`src/rtl/load_store_unit_pkg.sv`:
```
// Shared encodings for the load/store unit: bus length codes, RISC-V funct3
// values, exception cause codes and FSM state encoding.
// No logic; imported by lsu_align and load_store_unit.
package load_store_unit_pkg;

    // data_bus len encodings
    localparam logic [1:0] LEN_B = 2'd0;
    localparam logic [1:0] LEN_H = 2'd1;
    localparam logic [1:0] LEN_W = 2'd2;

    // RISC-V load/store funct3 codes
    localparam logic [2:0] F3_B  = 3'b000;
    localparam logic [2:0] F3_H  = 3'b001;
    localparam logic [2:0] F3_W  = 3'b010;
    localparam logic [2:0] F3_BU = 3'b100;
    localparam logic [2:0] F3_HU = 3'b101;

    // Exception cause codes reported on resp_cause
    localparam logic [3:0] CAUSE_NONE           = 4'd0;
    localparam logic [3:0] CAUSE_LOAD_MISALIGN  = 4'd4;
    localparam logic [3:0] CAUSE_LOAD_FAULT     = 4'd5;
    localparam logic [3:0] CAUSE_STORE_MISALIGN = 4'd6;
    localparam logic [3:0] CAUSE_STORE_FAULT    = 4'd7;

    typedef enum logic [1:0] {
        ST_IDLE   = 2'd0,
        ST_ACCESS = 2'd1,
        ST_RESP   = 2'd2
    } lsu_state_e;

endpackage

```
`src/rtl/load_store_unit_align.sv`:
```
// lsu_align: classifies an access (misaligned or illegal funct3), picks the
// bus length, and sign/zero-extends right-justified bus read data.
// Purely combinational, zero latency, no backpressure.
// Ports: funct3_i/store_i/ea_lo_i in; bus_read_i in; misalign_o, len_o, load_data_o out.
module lsu_align
    import load_store_unit_pkg::*;
#(
    parameter int XLEN = 32
) (
    input  logic [2:0]      funct3_i,
    input  logic            store_i,
    input  logic [1:0]      ea_lo_i,
    input  logic [XLEN-1:0] bus_read_i,
    output logic            misalign_o,
    output logic [1:0]      len_o,
    output logic [XLEN-1:0] load_data_o
);

    // Illegal encodings are folded into the misaligned flag: the unsigned
    // variants do not exist for stores, and 011/110/111 are never legal.
    always_comb begin
        misalign_o  = 1'b0;
        len_o       = LEN_B;
        load_data_o = bus_read_i;
        case (funct3_i)
            F3_B: begin
                len_o       = LEN_B;
                load_data_o = {{(XLEN-8){bus_read_i[7]}}, bus_read_i[7:0]};
            end
            F3_BU: begin
                len_o       = LEN_B;
                load_data_o = {{(XLEN-8){1'b0}}, bus_read_i[7:0]};
                misalign_o  = store_i;
            end
            F3_H: begin
                len_o       = LEN_H;
                load_data_o = {{(XLEN-16){bus_read_i[15]}}, bus_read_i[15:0]};
                misalign_o  = ea_lo_i[0];
            end
            F3_HU: begin
                len_o       = LEN_H;
                load_data_o = {{(XLEN-16){1'b0}}, bus_read_i[15:0]};
                misalign_o  = ea_lo_i[0] | store_i;
            end
            F3_W: begin
                len_o       = LEN_W;
                load_data_o = bus_read_i;
                misalign_o  = (ea_lo_i != 2'b00);
            end
            default: begin
                misalign_o = 1'b1;
            end
        endcase
    end

endmodule

```
`src/rtl/load_store_unit.sv`:
```
// Load/store unit between execute and data_bus: computes ea, checks alignment,
// drives the bus for BUS_LATENCY cycles, returns a tagged extended response.
// Latency: BUS_LATENCY+1 cycles (1 for misaligned/illegal); one request in flight,
// req_ready only in IDLE, response held until resp_valid & resp_ready.
// Ports: req_* from execute, resp_* to writeback, bus_* to/from data_bus.
module load_store_unit
    import load_store_unit_pkg::*;
#(
    parameter int BUS_LATENCY = 1,
    parameter int XLEN        = 32
) (
    input  logic            clk,
    input  logic            rst_n,
    input  logic            req_valid,
    output logic            req_ready,
    input  logic            req_store,
    input  logic [2:0]      req_funct3,
    input  logic [XLEN-1:0] req_base,
    input  logic [11:0]     req_offset,
    input  logic [XLEN-1:0] req_wdata,
    input  logic [4:0]      req_rd,
    output logic            resp_valid,
    input  logic            resp_ready,
    output logic [4:0]      resp_rd,
    output logic [XLEN-1:0] resp_data,
    output logic            resp_exc,
    output logic [3:0]      resp_cause,
    output logic            bus_rw,
    output logic [1:0]      bus_len,
    output logic [XLEN-1:0] bus_addr,
    output logic [XLEN-1:0] bus_write,
    input  logic [XLEN-1:0] bus_read,
    input  logic            bus_exception
);

    localparam logic [3:0] LAT = 4'(BUS_LATENCY);

    lsu_state_e      state_q, state_d;
    logic [3:0]      cnt_q, cnt_d;
    logic            store_q, store_d;
    logic [2:0]      funct3_q, funct3_d;
    logic [XLEN-1:0] addr_q, addr_d;
    logic [1:0]      len_q, len_d;
    logic [XLEN-1:0] wdata_q, wdata_d;
    logic [4:0]      rd_q, rd_d;
    logic [XLEN-1:0] rdata_q, rdata_d;
    logic            exc_q, exc_d;
    logic [3:0]      cause_q, cause_d;

    logic            is_idle;
    logic [XLEN-1:0] ea;
    logic [XLEN-1:0] wdata_masked;
    logic [XLEN-1:0] load_data;
    logic            bad;
    logic [1:0]      len;

    assign is_idle = (state_q == ST_IDLE);
    assign ea      = req_base + {{(XLEN-12){req_offset[11]}}, req_offset};

    // Store data is right-justified with unused upper bits cleared; loads
    // carry no write data at all so the bus never sees stale operands.
    always_comb begin
        wdata_masked = '0;
        if (req_store) begin
            case (req_funct3[1:0])
                2'b00:   wdata_masked = {{(XLEN-8){1'b0}}, req_wdata[7:0]};
                2'b01:   wdata_masked = {{(XLEN-16){1'b0}}, req_wdata[15:0]};
                default: wdata_masked = req_wdata;
            endcase
        end
    end

    // One classifier/extender shared by both phases: in IDLE it judges the
    // incoming request, during ACCESS it extends read data for the latched op.
    lsu_align #(.XLEN(XLEN)) u_align (
        .funct3_i    (is_idle ? req_funct3 : funct3_q),
        .store_i     (is_idle ? req_store  : store_q),
        .ea_lo_i     (ea[1:0]),
        .bus_read_i  (bus_read),
        .misalign_o  (bad),
        .len_o       (len),
        .load_data_o (load_data)
    );

    always_comb begin
        state_d  = state_q;
        cnt_d    = cnt_q;
        store_d  = store_q;
        funct3_d = funct3_q;
        addr_d   = addr_q;
        len_d    = len_q;
        wdata_d  = wdata_q;
        rd_d     = rd_q;
        rdata_d  = rdata_q;
        exc_d    = exc_q;
        cause_d  = cause_q;
        case (state_q)
            ST_IDLE: begin
                if (req_valid) begin
                    store_d  = req_store;
                    funct3_d = req_funct3;
                    rd_d     = req_rd;
                    wdata_d  = wdata_masked;
                    if (bad) begin
                        // Bus address/length stay untouched: the bus is never driven.
                        state_d = ST_RESP;
                        exc_d   = 1'b1;
                        cause_d = req_store ? CAUSE_STORE_MISALIGN : CAUSE_LOAD_MISALIGN;
                        rdata_d = '0;
                    end else begin
                        state_d = ST_ACCESS;
                        cnt_d   = LAT;
                        addr_d  = ea;
                        len_d   = len;
                    end
                end
            end
            ST_ACCESS: begin
                if (cnt_q == 4'd1) begin
                    // Final bus cycle: read data and exception are sampled on this edge.
                    state_d = ST_RESP;
                    if (bus_exception) begin
                        exc_d   = 1'b1;
                        cause_d = store_q ? CAUSE_STORE_FAULT : CAUSE_LOAD_FAULT;
                        rdata_d = '0;
                    end else begin
                        exc_d   = 1'b0;
                        cause_d = CAUSE_NONE;
                        rdata_d = store_q ? '0 : load_data;
                    end
                end else begin
                    cnt_d = cnt_q - 4'd1;
                end
            end
            ST_RESP: begin
                if (resp_ready) begin
                    state_d = ST_IDLE;
                end
            end
            default: begin
                state_d = ST_IDLE;
            end
        endcase
    end

    always_ff @(posedge clk or negedge rst_n) begin
        if (!rst_n) begin
            state_q  <= ST_IDLE;
            cnt_q    <= '0;
            store_q  <= 1'b0;
            funct3_q <= '0;
            addr_q   <= '0;
            len_q    <= LEN_B;
            wdata_q  <= '0;
            rd_q     <= '0;
            rdata_q  <= '0;
            exc_q    <= 1'b0;
            cause_q  <= CAUSE_NONE;
        end else begin
            state_q  <= state_d;
            cnt_q    <= cnt_d;
            store_q  <= store_d;
            funct3_q <= funct3_d;
            addr_q   <= addr_d;
            len_q    <= len_d;
            wdata_q  <= wdata_d;
            rd_q     <= rd_d;
            rdata_q  <= rdata_d;
            exc_q    <= exc_d;
            cause_q  <= cause_d;
        end
    end

    // bus_rw and bus_write decode straight from state so a reset drops them
    // the same instant; address and length simply hold their last value.
    assign req_ready  = is_idle;
    assign resp_valid = (state_q == ST_RESP);
    assign resp_rd    = rd_q;
    assign resp_data  = rdata_q;
    assign resp_exc   = exc_q;
    assign resp_cause = cause_q;
    assign bus_rw     = (state_q == ST_ACCESS) & store_q;
    assign bus_len    = len_q;
    assign bus_addr   = addr_q;
    assign bus_write  = (state_q == ST_ACCESS) ? wdata_q : '0;

endmodule
```
`config.mk`:
```
export PLATFORM = sky130hd
export DESIGN_NAME = load_store_unit
export DESIGN_NICKNAME = d
export VERILOG_FILES = /design/src/rtl/load_store_unit_pkg.sv /design/src/rtl/load_store_unit_align.sv /design/src/rtl/load_store_unit.sv
export SDC_FILE = /design/constraint.sdc
export NUM_CORES = 1
export LEC_CHECK = 0
export ABC_AREA = 1
export CAP_MARGIN = 10
export CORE_MARGIN = 2
export CORE_UTILIZATION = 52
export CTS_CLUSTER_SIZE = 25
export DETAILED_ROUTE_END_ITERATION = 8
export PLACE_DENSITY_LB_ADDON = 0.1
export SYNTH_ARGS = -nofsm -noshare
export SYNTH_HDL_FRONTEND = slang
export SYNTH_HIERARCHICAL = 1
export SYNTH_SLANG_ARGS = --single-unit
```
`constraint.sdc`:
```
create_clock -name clk -period 5.1 [get_ports clk]
set_input_delay 1.53 -clock clk [delete_from_list [all_inputs] [get_ports clk]]
set_output_delay 1.53 -clock clk [all_outputs]
set_load 0.005 [all_outputs]
```
==> summary.txt, run 1 <==
Die
  – Die width: 124.3 µm
  – # IOs: 233
  – Core Region: 13990 µm²
  – Initial Util: 0.5382
  – Chip height: 124.3 µm
  – Full die area: 15460 µm²
  – Std cell rows: 43

Layout
  – Final Instance Area: 10400 µm²
  – Post-Layout Cell Count: 1515
  – Area grow syn2layout: 38.13%
  – Fillers: 1128
  – Share of layout cells above drive strength 1: 0.03895
  – Footprint of the multi-input gates: 3765 µm²
  – # diodes: 0
  – # nets final: 1479
  – Reg area: 2903 µm²

Routing
  – Antenna Violating Nets Remaining: 0
  – Post-route DRC: 0
  – Routed wire length: 21210 µm
  – Iter 0 DRT Violations: 512
  – Drt pass-1 iters: 5
  – Vias post-DR: 7738
  – Via density: 5.108
  – WL/cell: 14.00 µm

GRT
  – GRT overflow: 0
  – Largest net degree at the start of global routing: 71
  – First-pass GRT wire length: 34530 µm
  – GRT Util Overall: 0.2723
  – Vias in the first global route: 7105
  – Initial antenna violation count: 0

Clock network
  – Total clock buffers created by CTS: 17
  – H-tree depth: 4
  – Clock sink count: 116
  – Clk buf depth: 2
  – Worst-skew pair later-pin latency: 0.41 ns
  – Post-CTS sizing: 0
  – CTS tree: built
  – CTS root buf: clkbuf_16
  – Setup Buffers After CTS: 0
  – CTS hold repair buffers: 0
  – Clock-pin slew on the worst setup and hold paths: 0.05 ns

STA
  – RSZ-0062 raised after global routing: no
  – Hold Fails Final Rpt: 0
  – Fin crit period: 3.926 ns
  – Setup violators final: 0
  – Slew @ Worst Pin: 0.9088 ns
  – Clock Skews: 0.008804 ns
  – Setup TNS: 0 ns
  – Fin crit share: 0.7697
  – Rel. slew slack: 0.3941
  – Achievable frequency: 254.7 MHz
  – Slew Limit Fails: 0

Power and ir drop
  – LEAKAGE: 5.392 nW
  – Sw Share: 0.3805
  – Flop pwr share: 0.316
  – Psw: 0.001737 W
  – Internal power: 0.002828 W
  – Pwr Total: 0.004564 W
  – Clock share of power: 0.233
  – Worst VDD drop: 0.3751 mV
  – Power per cell area: 438.9 nW/µm²
  – Comb power frac: 0.451

Synth
  – Flop and latch count out of synthesis: 116
  – Avg Inst Size Synth: 6.782 µm²
  – Distinct cells, synth: 34
  – Seq/Total Area, Yosys: 0.3856
  – Mapped Nets: 1266
  – Post-Synthesis Cells: 1110
  – Synth warnings: 6
  – Number of flops mapped to enable cells by yosys: 0
  – Async set-or-reset flop fraction in the synthesized netlist: 1.000
  – Syn Std Cell Area: 7528 µm²
  – Synth top area share: 0.3856
  – Largest cells by area after synthesis: dfrtp_1 39%, nand2_1 21%, inv_1 7.7%, nand3_1 6.9%, ha_1 5.5%
  – Dominant cell type by area after synthesis: dfrtp_1
  – Top_reg_cell synth: dfrtp_1

Worst setup path
  – Reg-to-Reg Start: state_q[0]$_DFFE_PN0P_
  – CP Launch Point: req_base[0]
  – Crit path to: cnt_q[3]$_DFFE_PN0P_
  – Slowest CP cell: fa_1
  – Max FO, Critical Path: 18
  – Reg2Reg Depth: 12
  – CP required: 5.40 ns
  – R2R Setup Slk: 2.23 ns
  – Crit path kind: in2reg
  – CP Capture Type: flip-flop
  – Slowest stage delay, CP: 0.49 ns
  – Cell mode on critical path: nand2_1
  – RR Endpoint: cnt_q[3]$_DFFE_PN0P_
  – CP cell instances: clkdlybuf4s50_1 > ha_1 > fa_1 > nor2_1 > nand2_1 > nand2_1 > nand3_1 > nor2_4 > nand2_1 > nand2_1 > nand4_1 > o21ai_1 > a21oi_1
  – CP Launch Type: input port
  – CP arrival: 4.22 ns

Placement
  – Final Wtd Congestion: 0.9497
  – Post-DP HPWL: 15580 µm
  – Placed Cells: 1484
  – Dpl cell area: 9874 µm²
  – IO buf count: 231

Run
  – Max-capacitance violation count: 0

Outcome
  – Outcome: completed

Worst hold path
  – HP Class: reg2reg
layout by cell type (no fill, tap or decap), types with 2 or more instances in the layout:
master | synthesis | layout
nand3_4 | 2 | 2
buf_4 | 14 | 10
inv_2 | 5 | 5
inv_1 | 155 | 155
nor2_4 | 5 | 6
o21ai_0 | 44 | 42
clkbuf_16 | 0 | 17
nor2_1 | 76 | 76
nand4_1 | 5 | 5
nand2_1 | 431 | 431
ha_1 | 33 | 33
o21bai_1 | 3 | 3
clkinv_2 | 0 | 5
clkbuf_1 | 14 | 5
a21oi_1 | 24 | 24
clkdlybuf4s50_1 | 0 | 230
nand3b_1 | 4 | 4
xnor2_1 | 15 | 15
o22ai_1 | 24 | 24
nand3_1 | 104 | 104
dfrtp_1 | 116 | 116
o21ai_1 | 2 | 3
nor3_1 | 5 | 5
clkbuf_8 | 0 | 4
per-stage QoR:
| step | setup slack [ns] | util | hold WS (ns) |
|---|---|---|---|
| 2_1_floorplan | 1.421 | - | 0.4534 |
| 3_3_place_gp | 0.8689 | 0.7059 | 0.4528 |
| 3_5_place_dp | 0.7592 | 0.7059 | 0.4611 |
| 4_1_cts | 1.172 | 0.7434 | 0.4747 |
| 5_1_grt | 0.9274 | 0.7434 | 0.4896 |
| 6_report | 1.174 | 0.7434 | 0.4747 |
metal layers:
metal,track usage,part of all wire,vias up,routed length (µm)
met5,0,0,-,0
li1,-,-,3880,-
met2,0.4272,0.45,359,9564
met3,0.07775,0.093,33,1971
met4,0.08526,0.021,0,445
met1,0.3668,0.44,3466,9228
state kept, by name, indices dropped and copies added, names as in the netlist:
| name | cells |
|---|---|
| funct3_q | 3 |
| bus_addr | 32 |
| cnt_q | 4 |
| resp_data | 32 |
| resp_rd | 5 |
| state_q | 2 |
| resp_cause | 3 |
| bus_len | 2 |
| store_q | 1 |
| wdata_q | 32 |
cells by family after synthesis:
kind of cell	count (synthesis)	share of synthesized area
buffers and inverters	207	0.1155
other	1	0.0004981
xor gates and xnor gates	15	0.01745
DFF	116	0.3856
and+or+nand+nor	637	0.3510
adders and majority gates	34	0.05750
AOI/OAI and AO/OA	100	0.07246
how the worst min path moves through the flow:
stage	start	endpoint	cells past startpoint
4_1_cts	resp_rd[1]$_DFFE_PN0P_	resp_rd[1]$_DFFE_PN0P_	2
5_1_grt	resp_data[29]$_DFFE_PN0P_	resp_data[29]$_DFFE_PN0P_	2
6_report	resp_rd[1]$_DFFE_PN0P_	resp_rd[1]$_DFFE_PN0P_	2
2_1_floorplan	funct3_q[0]$_DFFE_PN0P_	funct3_q[0]$_DFFE_PN0P_	2
3_3_place_gp	resp_rd[3]$_DFFE_PN0P_	resp_rd[3]$_DFFE_PN0P_	2
3_5_place_dp	resp_rd[2]$_DFFE_PN0P_	resp_rd[2]$_DFFE_PN0P_	2
power by group through the flow:
stage	Clock, W	Combinational, W	Sequential, W
CTS	0.00107	0.00206	0.00144
finish	0.00106	0.00206	0.00144
global route	0.00112	0.00228	0.00148
detailed placement	0	0.00204	0.00145
floorplan	0	0.00120	0.00142
global placement	0	0.00200	0.00144
cell usage after synthesis (2+ instances only):
library cell  number
inv_1            155
buf_6              3
nand3_4            2
xnor2_1           15
nand3b_1           4
inv_2              5
clkbuf_1          14
dfrtp_1          116
o21bai_1           3
nand4_1            5
a21oi_1           24
nand3_1          104
nor2_4             5
nor3_1             5
buf_4             14
buf_2             14
ha_1              33
o21ai_1            2
nand2_1          431
o22ai_1           24
o21ai_0           44
nor2_1            76
worst max-delay path, delay by kind of cell:
family                     cells  cell delay [ns]
and+or+nand+nor                8             1.31
buffers and inverters          1             0.46
AOI/OAI and AO/OA              2             0.21
adders and majority gates      2             0.72
final cells by class:
class                           instances  area share
Clock inverter                          5    0.002406
Multi-Input combinational cell        787      0.3621
Inverter                              161     0.05812
Timing Repair Buffer                  240      0.2286
Sequential cell                       116      0.2791
Clock buffer                           26     0.04801
Tap cell                              180     0.02166
Note: power is estimated with default switching activity, not from simulation.
==> inputs of run 2 (changes only) <==
- CORE_UTILIZATION: 52 -> 43
- clock period: 5.1 -> 3.6 ns (I/O delays scaled with it)
==> summary.txt, run 2 (same netlist as run 1, synthesis figures left out) <==
Routing
  – Via density: 4.839 (was 5.108)
  – Antenna Violating Nets Remaining: 0 (unchanged)
  – Drt pass-1 iters: 4 (was 5)
  – Post-route DRC: 0 (unchanged)
  – Vias post-DR: 7587 (was 7738)
  – WL/cell: 13.68 µm (was 14.00 µm)
  – Routed wire length: 21450 µm (was 21210 µm)
  – Iter 0 DRT Violations: 468 (was 512)

Clock network
  – CTS hold repair buffers: 0 (unchanged)
  – Clk buf depth: 2 (unchanged)
  – Setup Buffers After CTS: 0 (unchanged)
  – H-tree depth: 4 (unchanged)
  – Total clock buffers created by CTS: 17 (unchanged)
  – CTS root buf: clkbuf_16 (unchanged)
  – Clock-pin slew on the worst setup and hold paths: 0.06 ns (was 0.05 ns)
  – CTS tree: built (unchanged)
  – Worst-skew pair later-pin latency: 0.41 ns (about the same)
  – Post-CTS sizing: 0 (unchanged)
  – Clock sink count: 116 (unchanged)

Die
  – Chip height: 136.3 µm (was 124.3 µm)
  – Std cell rows: 48 (was 43)
  – Core Region: 17240 µm² (was 13990 µm²)
  – Full die area: 18580 µm² (was 15460 µm²)
  – # IOs: 233 (unchanged)
  – Initial Util: 0.4368 (was 0.5382)
  – Die width: 136.3 µm (was 124.3 µm)

Worst setup path
  – CP Launch Type: flip-flop (was input port)
  – CP arrival: 2.14 ns (was 4.22 ns)
  – CP Capture Type: output port (was flip-flop)
  – Max FO, Critical Path: 37 (was 18)
  – CP required: 2.52 ns (was 5.40 ns)
  – Crit path kind: reg2out (was in2reg)

Outcome
  – Outcome: completed (unchanged)

STA
  – Hold Fails Final Rpt: 0 (unchanged)
  – Hold Slack: 0.4751 ns (was 0.4747 ns)
  – Setup TNS: 0 ns (unchanged)
  – Clock Skews: 0.007450 ns (was 0.008804 ns)
  – Fin crit period: 3.223 ns
  – Achievable frequency: 310.3 MHz
  – Fin crit share: 0.8953
  – RSZ-0062 raised after global routing: no (unchanged)
  – Setup violators final: 0 (unchanged)
  – Slew @ Worst Pin: 0.7407 ns (was 0.9088 ns)
  – Slew Limit Fails: 0 (unchanged)
  – Rel. slew slack: 0.5050 (was 0.3941)

Power and ir drop
  – LEAKAGE: 5.469 nW (was 5.392 nW)
  – Psw: 0.002471 W (was 0.001737 W)
  – Flop pwr share: 0.300 (was 0.316)
  – Internal power: 0.004312 W (was 0.002828 W)
  – Power per cell area: 638.5 nW/µm² (was 438.9 nW/µm²)
  – Worst VDD drop: 0.5043 mV (was 0.3751 mV)
  – Comb power frac: 0.435 (was 0.451)
  – Sw Share: 0.3643 (was 0.3805)
  – Pwr Total: 0.006783 W (was 0.004564 W)
  – Clock share of power: 0.265 (was 0.233)

Layout
  – Most common cell after layout, fill and taps aside: nand2_1 (unchanged)
  – Final Instance Area: 10620 µm² (was 10400 µm²)
  – Share of layout cells above drive strength 1: 0.04617 (was 0.03895)
  – # nets final: 1486 (was 1479)
  – Area grow syn2layout: 41.12% (was 38.13%)
  – # diodes: 0 (unchanged)
  – Most frequent cells in the layout: 431 x nand2_1, 230 x clkdlybuf4s50_1, 155 x inv_1 (unchanged)

GRT
  – Vias in the first global route: 7211 (was 7105)
  – Initial antenna violation count: 0 (unchanged)
  – Largest net degree at the start of global routing: 52 (was 71)
  – GRT Util Overall: 0.2381 (was 0.2723)
  – GRT overflow: 0 (unchanged)
  – First-pass GRT wire length: 35310 µm (was 34530 µm)

Worst hold path
  – HP Class: reg2reg (unchanged)

Placement
  – IO buf count: 231 (unchanged)
  – Dpl cell area: 9996 µm² (was 9874 µm²)
  – Final Wtd Congestion: 0.9362 (was 0.9497)
  – Post-DP HPWL: 15980 µm (was 15580 µm)

Run
  – Max-capacitance violation count: 0 (unchanged)
-- run 2: changes by cell type in the layout (fill, tap and decap cells not counted), sizes merged --
cell / before / now
clkinvlp: 0 / 2
clkinv: 6 / 4
bufinv: 0 / 4
clkbuf: 26 / 23
buf: 10 / 17
-- run 2: metrics by stage --
step	cells	setup WS, ns	util
6_report	1568	0.3769	0.6164
5_1_grt	1568	0.1510	0.6164
4_1_cts	1568	0.3337	0.6164
3_5_place_dp	1536	0.02724	0.5799
3_3_place_gp	1536	0.06469	0.5799
2_1_floorplan	1110	0.3710	-
-- run 2: metal layers --
layer / wire length, µm / GRT usage / up-vias
met4: 187 / 0.05208 / 0
li1: - / - / 3893
met2: 9634 / 0.3839 / 235
met3: 1672 / 0.05966 / 18
met1: 9960 / 0.3239 / 3441
met5: 0 / 0 / -
-- run 2: worst max-delay path, cell delays in order (launching register included) --
cell and delay [ns]:
dfrtp_1 0.45, inv_1 0.06, nor2_1 0.15, inv_2 0.28
nor2_1 0.24, clkdlybuf4s50_1 0.54
-- run 2: worst paths after layout --
check                                          startpoint  slack, ns  cells after the start                         to
worst max-delay path               state_q[0]$_DFFE_PN0P_       0.38                      5                     bus_rw
worst min-delay path            resp_data[20]$_DFFE_PN0P_       0.48                      2  resp_data[20]$_DFFE_PN0P_
worst max register to register     state_q[0]$_DFFE_PN0P_       0.80                     11   bus_addr[11]$_DFFE_PN0P_
worst min register to register  resp_data[20]$_DFFE_PN0P_       0.48                      2  resp_data[20]$_DFFE_PN0P_
max in group asynchronous                           rst_n       2.15                      2    wdata_q[19]$_DFFE_PN0P_
min in group asynchronous                           rst_n       0.71                      1    bus_addr[7]$_DFFE_PN0P_
-- run 2: final cells by class --
type                    count  area (µm²)
clock buffers              23       478.0
clock inverters             9       150.1
fillers                  1651        6613
inverters                 161       604.3
multi-input cells         787        3765
flip-flops and latches    116        2903
well taps                 225       281.5
repair buffers            247        2442
-- run 2: power by group through the flow --
| stage | combinational (W) | clock (W) | sequential [W] |
|---|---|---|---|
| 2_1_floorplan | 0.00169 | 0 | 0.00202 |
| 3_3_place_gp | 0.00291 | 0 | 0.00205 |
| 3_5_place_dp | 0.00296 | 0 | 0.00205 |
| 4_1_cts | 0.00298 | 0.00184 | 0.00204 |
| 5_1_grt | 0.00332 | 0.00189 | 0.00209 |
| 6_report | 0.00295 | 0.00180 | 0.00204 |
